==> src/rtl/sram_like_arbiter_pkg.sv <==
// Shared types for the sram-like arbiter slice: request source tags, request
// field bundle and transfer-size encodings.
package sram_like_pkg;

  typedef enum logic {
    SRC_INST = 1'b0,
    SRC_DATA = 1'b1
  } src_e;

  typedef struct packed {
    logic        wr;
    logic [1:0]  size;
    logic [31:0] addr;
    logic [31:0] wdata;
  } sram_req_t;

  localparam logic [1:0] SIZE_BYTE = 2'd0;
  localparam logic [1:0] SIZE_HALF = 2'd1;
  localparam logic [1:0] SIZE_WORD = 2'd2;

endpackage

==> src/rtl/sram_like_arbiter_src_order_fifo.sv <==
// Issue-order FIFO of request sources; the head names the master that owns
// the next returning transaction. DEPTH must be a power of two.
module src_order_fifo
  import sram_like_pkg::*;
#(
  parameter int unsigned DEPTH = 4
) (
  input  logic                     clk,
  input  logic                     rst,
  input  logic                     push,
  input  logic                     pop,
  input  src_e                     src_in,
  output src_e                     head,
  output logic                     full,
  output logic                     empty,
  output logic [$clog2(DEPTH):0]   count
);

  localparam int unsigned PTR_W = $clog2(DEPTH);
  localparam int unsigned CNT_W = PTR_W + 1;

  logic [PTR_W-1:0] wr_ptr_r;
  logic [PTR_W-1:0] rd_ptr_r;
  logic [CNT_W-1:0] count_r;
  src_e             slot_r [DEPTH];
  logic             push_ok_s;
  logic             pop_ok_s;

  // Overflowing pushes and underflowing pops are discarded here as well.
  assign push_ok_s = push & ~full;
  assign pop_ok_s  = pop & ~empty;

  // Pointer, occupancy and slot storage; pointers wrap naturally at DEPTH.
  always_ff @(posedge clk) begin
    if (rst) begin
      wr_ptr_r <= PTR_W'(0);
      rd_ptr_r <= PTR_W'(0);
      count_r  <= CNT_W'(0);
      for (int unsigned i = 0; i < DEPTH; i++) begin
        slot_r[i] <= SRC_INST;
      end
    end else begin
      if (push_ok_s) begin
        slot_r[wr_ptr_r] <= src_in;
        wr_ptr_r         <= wr_ptr_r + PTR_W'(1);
      end
      if (pop_ok_s) begin
        rd_ptr_r <= rd_ptr_r + PTR_W'(1);
      end
      case ({push_ok_s, pop_ok_s})
        2'b10:   count_r <= count_r + CNT_W'(1);
        2'b01:   count_r <= count_r - CNT_W'(1);
        default: count_r <= count_r;
      endcase
    end
  end

  assign head  = slot_r[rd_ptr_r];
  assign full  = (count_r == CNT_W'(DEPTH));
  assign empty = (count_r == CNT_W'(0));
  assign count = count_r;

endmodule

==> src/rtl/sram_like_arbiter.sv <==
// Merges the inst and data sram-like masters onto one slave port, routing
// each returning data_ok/rdata back to the master that issued it.
module sram_like_arbiter
  import sram_like_pkg::*;
#(
  parameter int unsigned MAX_OUTSTANDING = 4,
  parameter bit          DATA_PRIORITY   = 1'b1
) (
  input  logic        clk,
  input  logic        rst,
  input  logic        inst_req,
  input  logic        inst_wr,
  input  logic [1:0]  inst_size,
  input  logic [31:0] inst_addr,
  input  logic [31:0] inst_wdata,
  output logic [31:0] inst_rdata,
  output logic        inst_addr_ok,
  output logic        inst_data_ok,
  input  logic        data_req,
  input  logic        data_wr,
  input  logic [1:0]  data_size,
  input  logic [31:0] data_addr,
  input  logic [31:0] data_wdata,
  output logic [31:0] data_rdata,
  output logic        data_addr_ok,
  output logic        data_data_ok,
  output logic        mem_req,
  output logic        mem_wr,
  output logic [1:0]  mem_size,
  output logic [31:0] mem_addr,
  output logic [31:0] mem_wdata,
  input  logic [31:0] mem_rdata,
  input  logic        mem_addr_ok,
  input  logic        mem_data_ok,
  output logic        proto_err
);

  localparam int unsigned CNT_W = $clog2(MAX_OUTSTANDING) + 1;

  logic             lock_r;
  src_e             lock_src_r;
  logic             proto_err_r;
  src_e             grant_src_s;
  logic             granted_req_s;
  sram_req_t        granted_fields_s;
  logic             stall_s;
  logic             mem_req_s;
  logic             accept_s;
  logic             pop_s;
  src_e             fifo_head_s;
  logic             fifo_full_s;
  logic             fifo_empty_s;
  logic [CNT_W-1:0] fifo_count_s;

  // Grant selection, slave handshake pass-through and completion routing.
  always_comb begin
    grant_src_s      = SRC_INST;
    granted_req_s    = 1'b0;
    granted_fields_s = '{wr: inst_wr, size: inst_size, addr: inst_addr, wdata: inst_wdata};
    if (lock_r) begin
      grant_src_s = lock_src_r;
    end else if (DATA_PRIORITY) begin
      grant_src_s = data_req ? SRC_DATA : SRC_INST;
    end else begin
      grant_src_s = inst_req ? SRC_INST : SRC_DATA;
    end
    if (grant_src_s == SRC_DATA) begin
      granted_req_s    = data_req;
      granted_fields_s = '{wr: data_wr, size: data_size, addr: data_addr, wdata: data_wdata};
    end else begin
      granted_req_s    = inst_req;
    end
    // A completion arriving while full does not open a slot in the same cycle.
    stall_s   = fifo_full_s | (fifo_count_s > CNT_W'(MAX_OUTSTANDING));
    mem_req_s = ~rst & ~stall_s & granted_req_s;
    accept_s  = mem_req_s & mem_addr_ok;
    pop_s     = ~rst & mem_data_ok & ~fifo_empty_s;
  end

  // Grant lock holds the chosen master until the slave accepts it.
  always_ff @(posedge clk) begin
    if (rst) begin
      lock_r      <= 1'b0;
      lock_src_r  <= SRC_INST;
      proto_err_r <= 1'b0;
    end else begin
      if (mem_req_s && !mem_addr_ok) begin
        lock_r     <= 1'b1;
        lock_src_r <= grant_src_s;
      end else if (accept_s) begin
        lock_r     <= 1'b0;
      end
      if (mem_data_ok && fifo_empty_s) begin
        proto_err_r <= 1'b1;
      end
    end
  end

  src_order_fifo #(
    .DEPTH (MAX_OUTSTANDING)
  ) u_order (
    .clk    (clk),
    .rst    (rst),
    .push   (accept_s),
    .pop    (pop_s),
    .src_in (grant_src_s),
    .head   (fifo_head_s),
    .full   (fifo_full_s),
    .empty  (fifo_empty_s),
    .count  (fifo_count_s)
  );

  assign mem_req      = mem_req_s;
  assign mem_wr       = granted_fields_s.wr;
  assign mem_size     = granted_fields_s.size;
  assign mem_addr     = granted_fields_s.addr;
  assign mem_wdata    = granted_fields_s.wdata;
  assign inst_addr_ok = accept_s & (grant_src_s == SRC_INST);
  assign data_addr_ok = accept_s & (grant_src_s == SRC_DATA);
  assign inst_data_ok = pop_s & (fifo_head_s == SRC_INST);
  assign data_data_ok = pop_s & (fifo_head_s == SRC_DATA);
  assign inst_rdata   = mem_rdata;
  assign data_rdata   = mem_rdata;
  assign proto_err    = proto_err_r;

endmodule

==> config.mk <==
export PLATFORM = sky130hd
export DESIGN_NAME = sram_like_arbiter
export DESIGN_NICKNAME = d
export VERILOG_FILES = /design/src/rtl/sram_like_arbiter_pkg.sv /design/src/rtl/sram_like_arbiter_src_order_fifo.sv /design/src/rtl/sram_like_arbiter.sv
export SDC_FILE = /design/constraint.sdc
export NUM_CORES = 1
export LEC_CHECK = 0
export ABC_AREA = 0
export BUFFER_PORTS_ARGS = -buffer_cell sky130_fd_sc_hd__buf_2
export CAP_MARGIN = 10
export CORE_AREA = 2 2 122 124
export CTS_CLUSTER_DIAMETER = 40
export CTS_CLUSTER_SIZE = 25
export DETAILED_ROUTE_END_ITERATION = 8
export DIE_AREA = 0 0 124 126
export PLACE_DENSITY = 0.57
export SLEW_MARGIN = 25
export SYNTH_ARGS = -nofsm -noshare
export SYNTH_HDL_FRONTEND = slang
export SYNTH_HIERARCHICAL = 1
export SYNTH_SLANG_ARGS = --single-unit
==> constraint.sdc <==
create_clock -name clk -period 2.4 [get_ports clk]
set_input_delay 0.12 -clock clk [delete_from_list [all_inputs] [get_ports clk]]
set_output_delay 0.12 -clock clk [all_outputs]
set_load 0.005 [all_outputs]
* Word-level counts from Yosys, hierarchy flattened *
Memory sizes are Yosys's and may differ from the RTL's. A register that Yosys moved wholly into a read port is not among the register bits.
Index checks and enable logic that the tools add are counted.

storage, ports and cells
  output and inout bits = 137
  bits of input ports = 172
  logic and storage cells = 57
  register bits = 10
  memory bits (writable) = 4
  memories kept = 1

memories
  memory          depth  width  rd ports  clocked after Yosys merged registers in  wr ports  line                                    source
  u_order.slot_r  4      1      1         1                                        4         sram_like_arbiter_src_order_fifo.sv:25  src_e slot_r [DEPTH];

operators by class
  add/subtract/negate cells = 4
  bitwise logic cells = 18
  order comparisons = 1
  muxes and demuxes = 17
  equal/unequal tests = 3
  reduce and logical (&&, ||, !) cells = 7

operator list
  cell                                                  number
  2-to-1 mux 67 bit                                     1
  2-to-1 mux 1 bit                                      12
  AND 1 bit                                             11
  2-to-1 mux 2 bit                                      3
  inverter 1 bit                                        6
  one-hot mux 3 bit (2 select lines)                    1
  adder 2 x 1 -> 2 bit, second input constant           2
  nonzero test 2 bit                                    2
  adder 3 x 1 -> 3 bit, second input constant           1
  == test 3 bit, second input constant                  1
  greater-than comparator 3 bit, second input constant  1
  logical NOT 3 bit                                     1
  subtractor 3 x 1 -> 3 bit, second input constant      1
  == test 2 x 1 -> 1 bit, second input constant         1
  == test 2 bit, second input constant                  1
  logical AND 1 bit                                     2
  logical NOT 1 bit                                     1
  OR 1 bit                                              1
  OR reduction 1 bit                                    1

* Logic depth before layout (Yosys ltp) *
  word-level depth = 12
  depth in mapped cells = 12
  depth with buffers taken out = 12

* Cells and area by module *
Netlist, hierarchy kept.

modules (own cells, without submodules)
  module             seq. area each (sq um)  cells each  instances  area each (sq um)
  sram_like_arbiter  60.1                    165         1          1541.5
  src_order_fifo     300.3                   61          1          620.6

* Worst setup path after synthesis *
Ideal clock, no wire load.

  path kind = register to register
  from = register u_order.count_r[2], in the netlist u_order/count[2]
  to = register u_order.count_r[2], in the netlist u_order/count[2]
  buffers on the path = 0
  setup time = 71 ps
  arrival time = 2472 ps
  stages on the path, launching flop included = 13
  setup slack = -142 ps
  period minus slack after synthesis = 2542 ps
  data required time = 2329 ps
  cell sequence = dfxtp_1 > or3b_4 > inv_1 > a211oi_2 > nand3_1 > inv_1 > nand2_4 > ha_1 > inv_1 > fa_1 > xor2_1 > or3_2 > a21oi_1

between the ends
  word-level cells in the longest chain between the ends = 9
  elaborated cells between the ends (all ways) = 19
  classes of those cells = add/sub (2); order compare (1); eq/ne (3); mux (1); bitwise (10); reduce/logical (2)

RTL lines
  element                                                                   line                                    source
  start, declared                                                           sram_like_arbiter_src_order_fifo.sv:24  logic [CNT_W-1:0] count_r;
  start signal, assigned                                                    sram_like_arbiter_src_order_fifo.sv:51  2'b10: count_r <= count_r + CNT_W'(1);
  start signal, assigned                                                    sram_like_arbiter_src_order_fifo.sv:52  2'b01: count_r <= count_r - CNT_W'(1);
  start signal, assigned                                                    sram_like_arbiter_src_order_fifo.sv:53  default: count_r <= count_r;
  == test 3 bit (*)                                                         sram_like_arbiter_src_order_fifo.sv:59  assign full = (count_r == CNT_W'(DEPTH));
  via fifo_full_s                                                           sram_like_arbiter.sv:51                 logic fifo_full_s;
  OR 1 bit (*)                                                              sram_like_arbiter.sv:74                 stall_s = fifo_full_s | (fifo_count_s > CNT_W'(MAX_OUTSTANDING));
  inverter 1 bit (*)                                                        sram_like_arbiter.sv:75                 mem_req_s = ~rst & ~stall_s & granted_req_s;
  AND 1 bit (*) (2 in series)                                               sram_like_arbiter.sv:75
  AND 1 bit (*)                                                             sram_like_arbiter.sv:76                 accept_s = mem_req_s & mem_addr_ok;
  via accept_s                                                              sram_like_arbiter.sv:48                 logic accept_s;
  AND 1 bit (*)                                                             sram_like_arbiter_src_order_fifo.sv:30  assign push_ok_s = push & ~full;
  == test 2 x 1 -> 1 bit or == test 2 bit (tied branches)                   sram_like_arbiter_src_order_fifo.sv:50  case ({push_ok_s, pop_ok_s})
  one-hot mux 3 bit (2 select lines) or nonzero test 2 bit (tied branches)  n/a

Mark *: on every way through the listed nets, which the timed path passes. The rest lies on a longest branch.
A chain may end at the register's enable or synchronous reset.

* Worst setup path after layout *
Same ends and word-level chain as after synthesis.

==> results.sh <==
export IMPL_status="finished clean"
export IMPL_antenna_found_initial=0
export IMPL_clock_sinks=16
export IMPL_whs_path_depth=2
export IMPL_finalSetupTns_ns=0
export IMPL_internal_power_mw=0.827
export IMPL_synth_cells=226
export IMPL_drive_above_1_share_pct=82.6
export IMPL_fin_worst_skew_ns=0.00110
export IMPL_ios=309
export IMPL_post_route_util_pct=21.9
export IMPL_clkPwrFrac_pct=27.2
export IMPL_seqPwrFrac_pct=25.5
export IMPL_finalSetupViolations=0
export IMPL_synth_edf_count=4
export IMPL_period_minus_slack_ns=2.30
export IMPL_reg2reg_depth=12
export IMPL_dp_hpwl_um=7630
export IMPL_antenna_cells=0
export IMPL_syn_to_final_growth_pct=44.9
export IMPL_routedWlPerCell_um=15.3
export IMPL_ys_seq_elements=16
export IMPL_cts_tree="yes"
export IMPL_fillers=1618
export IMPL_yosys_top_cells_area="mux2_2 (35%), buf_4 (22%), dfxtp_1 (11%)"
export IMPL_die_y_um=126
export IMPL_antenna_left=0
export IMPL_start_kind="flip-flop"
export IMPL_clkTransAtPathRegs_ns=0.05
export IMPL_drc=0
export IMPL_grtUsageTotal_pct=10.2
export IMPL_tightestPinTransition_ns=0.433
export IMPL_ctsRootBufferMaster="clkbuf_16"
export IMPL_holdBufCountCts=0
export IMPL_hold_viol=0
export IMPL_crit_type="reg2reg"
export IMPL_gp_congestion=0.819
export IMPL_hold_worst_slack_ns=0.110
export IMPL_avgSynthCellArea_sq_um=9.57
export IMPL_nets=561
export IMPL_hold_path_class="in2reg"
export IMPL_cts_made_buffers=3
export IMPL_crit_fanout=5
export IMPL_die_x_um=124
export IMPL_min_to="lock_r"
export IMPL_drtIter0Drc=110
export IMPL_h_tree_depth=1
export IMPL_crit_arrival_ns=2.47
export IMPL_drv_slew=0
export IMPL_place_area_sq_mm=0.00299
export IMPL_syn_nets=400
export IMPL_end_kind="flip-flop"
export IMPL_ff2ff_setup_slack_ns=0.10
export IMPL_layout_common_cells="buf_2 (212), mux2_2 (67), nor2_1 (15), buf_4 (15)"
export IMPL_netSwitchingPower_mw=0.342
export IMPL_grt_max_degree=40
export IMPL_netlist_area_sq_mm=0.00216
export IMPL_cts_path_max_buffers=2
export IMPL_fin_area_sq_mm=0.00313
export IMPL_ys_seq_area_share_pct=16.7
export IMPL_wirelength_um=8700
export IMPL_mostFrequentLayoutCell="buf_2"
export IMPL_insertion_delay_ns=0.24
export IMPL_ys_flop_type="dfxtp_1"
export IMPL_grt_pass1_wl_um=12000
export IMPL_grt_pass1_vias=1998
export IMPL_r2r_start="u_order/count[2]"
export IMPL_r2r_end="u_order/count[2]"
export IMPL_vias=2111
export IMPL_first_pass_iters=4
export IMPL_ir_drop_v=0.000176
export IMPL_rows=44
export IMPL_synthArstFlopShare_pct=0
export IMPL_min_from="mem_addr_ok"
export IMPL_ys_types=39
export IMPL_yosysTopAreaCellShare_pct=34.9
export IMPL_ys_warnings_count=6
export IMPL_dieArea_sq_mm=0.0156
export IMPL_viasPerCell=3.70
export IMPL_numPortBuffers=212
export IMPL_p_sw_share_pct=29.3
export IMPL_globalRouteOverflowTotal=0
export IMPL_fmaxAchievable_ghz=0.435
export IMPL_p_comb_share_pct=47.3
export IMPL_relSlewSlack_pct=70.9
export IMPL_required_ns=2.57
export IMPL_pwr_density_cell_mw_per_mm2=373
export IMPL_leakage_nw=1.57
export IMPL_core_sq_mm=0.0143
export IMPL_cap_violations=0
export IMPL_min_period_over_period_pct=95.8
export IMPL_synth_largest_area_cell="mux2_2"
export IMPL_start_util_pct=15.1
export IMPL_power_total_mw=1.17
## worst max-delay path by stage
| stage | endpoint | slack (ns) | start | depth (start not counted) |
|---|---|---|---|---|
| 2_1_floorplan | u_order/count[2] | 0.01 | u_order/count[1] | 12 |
| 3_3_place_gp | u_order/count[2] | 0.03 | u_order/count[2] | 12 |
| 3_5_place_dp | u_order/count[2] | 0.002 | u_order/count[2] | 12 |
| 4_1_cts | u_order/count[2] | 0.001 | u_order/count[1] | 12 |
| 5_1_grt | u_order/count[2] | -0.02 | u_order/count[2] | 12 |
| 6_report | u_order/count[2] | 0.10 | u_order/count[2] | 12 |
## power groups by stage
stage	Sequential (mW)	Combinational, mW	Clock, mW
floorplan	0.304	0.357	0
global placement	0.305	0.551	0
detailed placement	0.305	0.551	0
CTS	0.300	0.558	0.327
global route	0.300	0.601	0.337
finish	0.298	0.553	0.319
## per-stage QoR
step,worst slack (ns),instances
after floorplan,0.0139,226
final,0.101,570
after CTS,0.00139,565
after global placement,0.0276,559
after detailed placement,0.00154,559
after global routing,-0.0168,570
## critical path, cell delays in order (launching register included)
cell      delay, ns
dfxtp_4        0.35
or3b_4         0.39
inv_2          0.07
a211oi_2       0.05
nand3_1        0.12
inv_2          0.07
nand2_4        0.08
ha_4           0.13
inv_1          0.04
fa_2           0.32
xor2_1         0.16
or3_4          0.33
a21oi_2        0.11
## synth_stat cells (2+ instances only)
master,n
xor2_1,3
o31ai_1,2
inv_1,11
mux2_2,67
nor3_1,2
nor2b_1,2
nor3b_1,2
dfxtp_1,12
a21oi_1,4
o21ai_0,5
mux2_4,2
nor2_1,15
buf_6,7
buf_4,64
edfxtp_1,4
## timing repair
item | CTS | global route
gates resized for setup | 0 | 5
endpoints found under the hold margin | 0 | 0
endpoints found under the setup margin | 1 | 2
setup buffers | 2 | 5
pin swaps | 1 | 4
cloned | 0 | 0
## routing by layer
metal  vias to the layer above  wire length [um]  GRT usage [%]
met2                       112              4400           17.4
met5                         -                 0              0
li1                       1038                 -              -
met4                         0                28           1.26
met1                       955              3590           13.8
met3                         6               685           1.72
## cell families after synthesis
family / count (synthesis) / share of synthesized area [%]
AOI/OAI and AO/OA: 17 / 5.50
xor gates and xnor gates: 3 / 1.22
adders and majority gates: 2 / 1.50
buffers and inverters: 84 / 28.2
DFF: 16 / 16.7
muxes: 72 / 38.8
and+or+nand+nor: 32 / 8.10
## area by class of cell
cell class	instances	area, sq um	share of cell area, %
clock buffer	3	75.1	2.40
multi-input combinational	126	1210	38.8
inverter	12	46.3	1.48
clock inverter	1	3.75	0.120
timing repair buffer	228	1190	38.1
sequential	16	369	11.8
tap	184	230	7.35
Note: power is estimated with default switching activity, not from simulation.
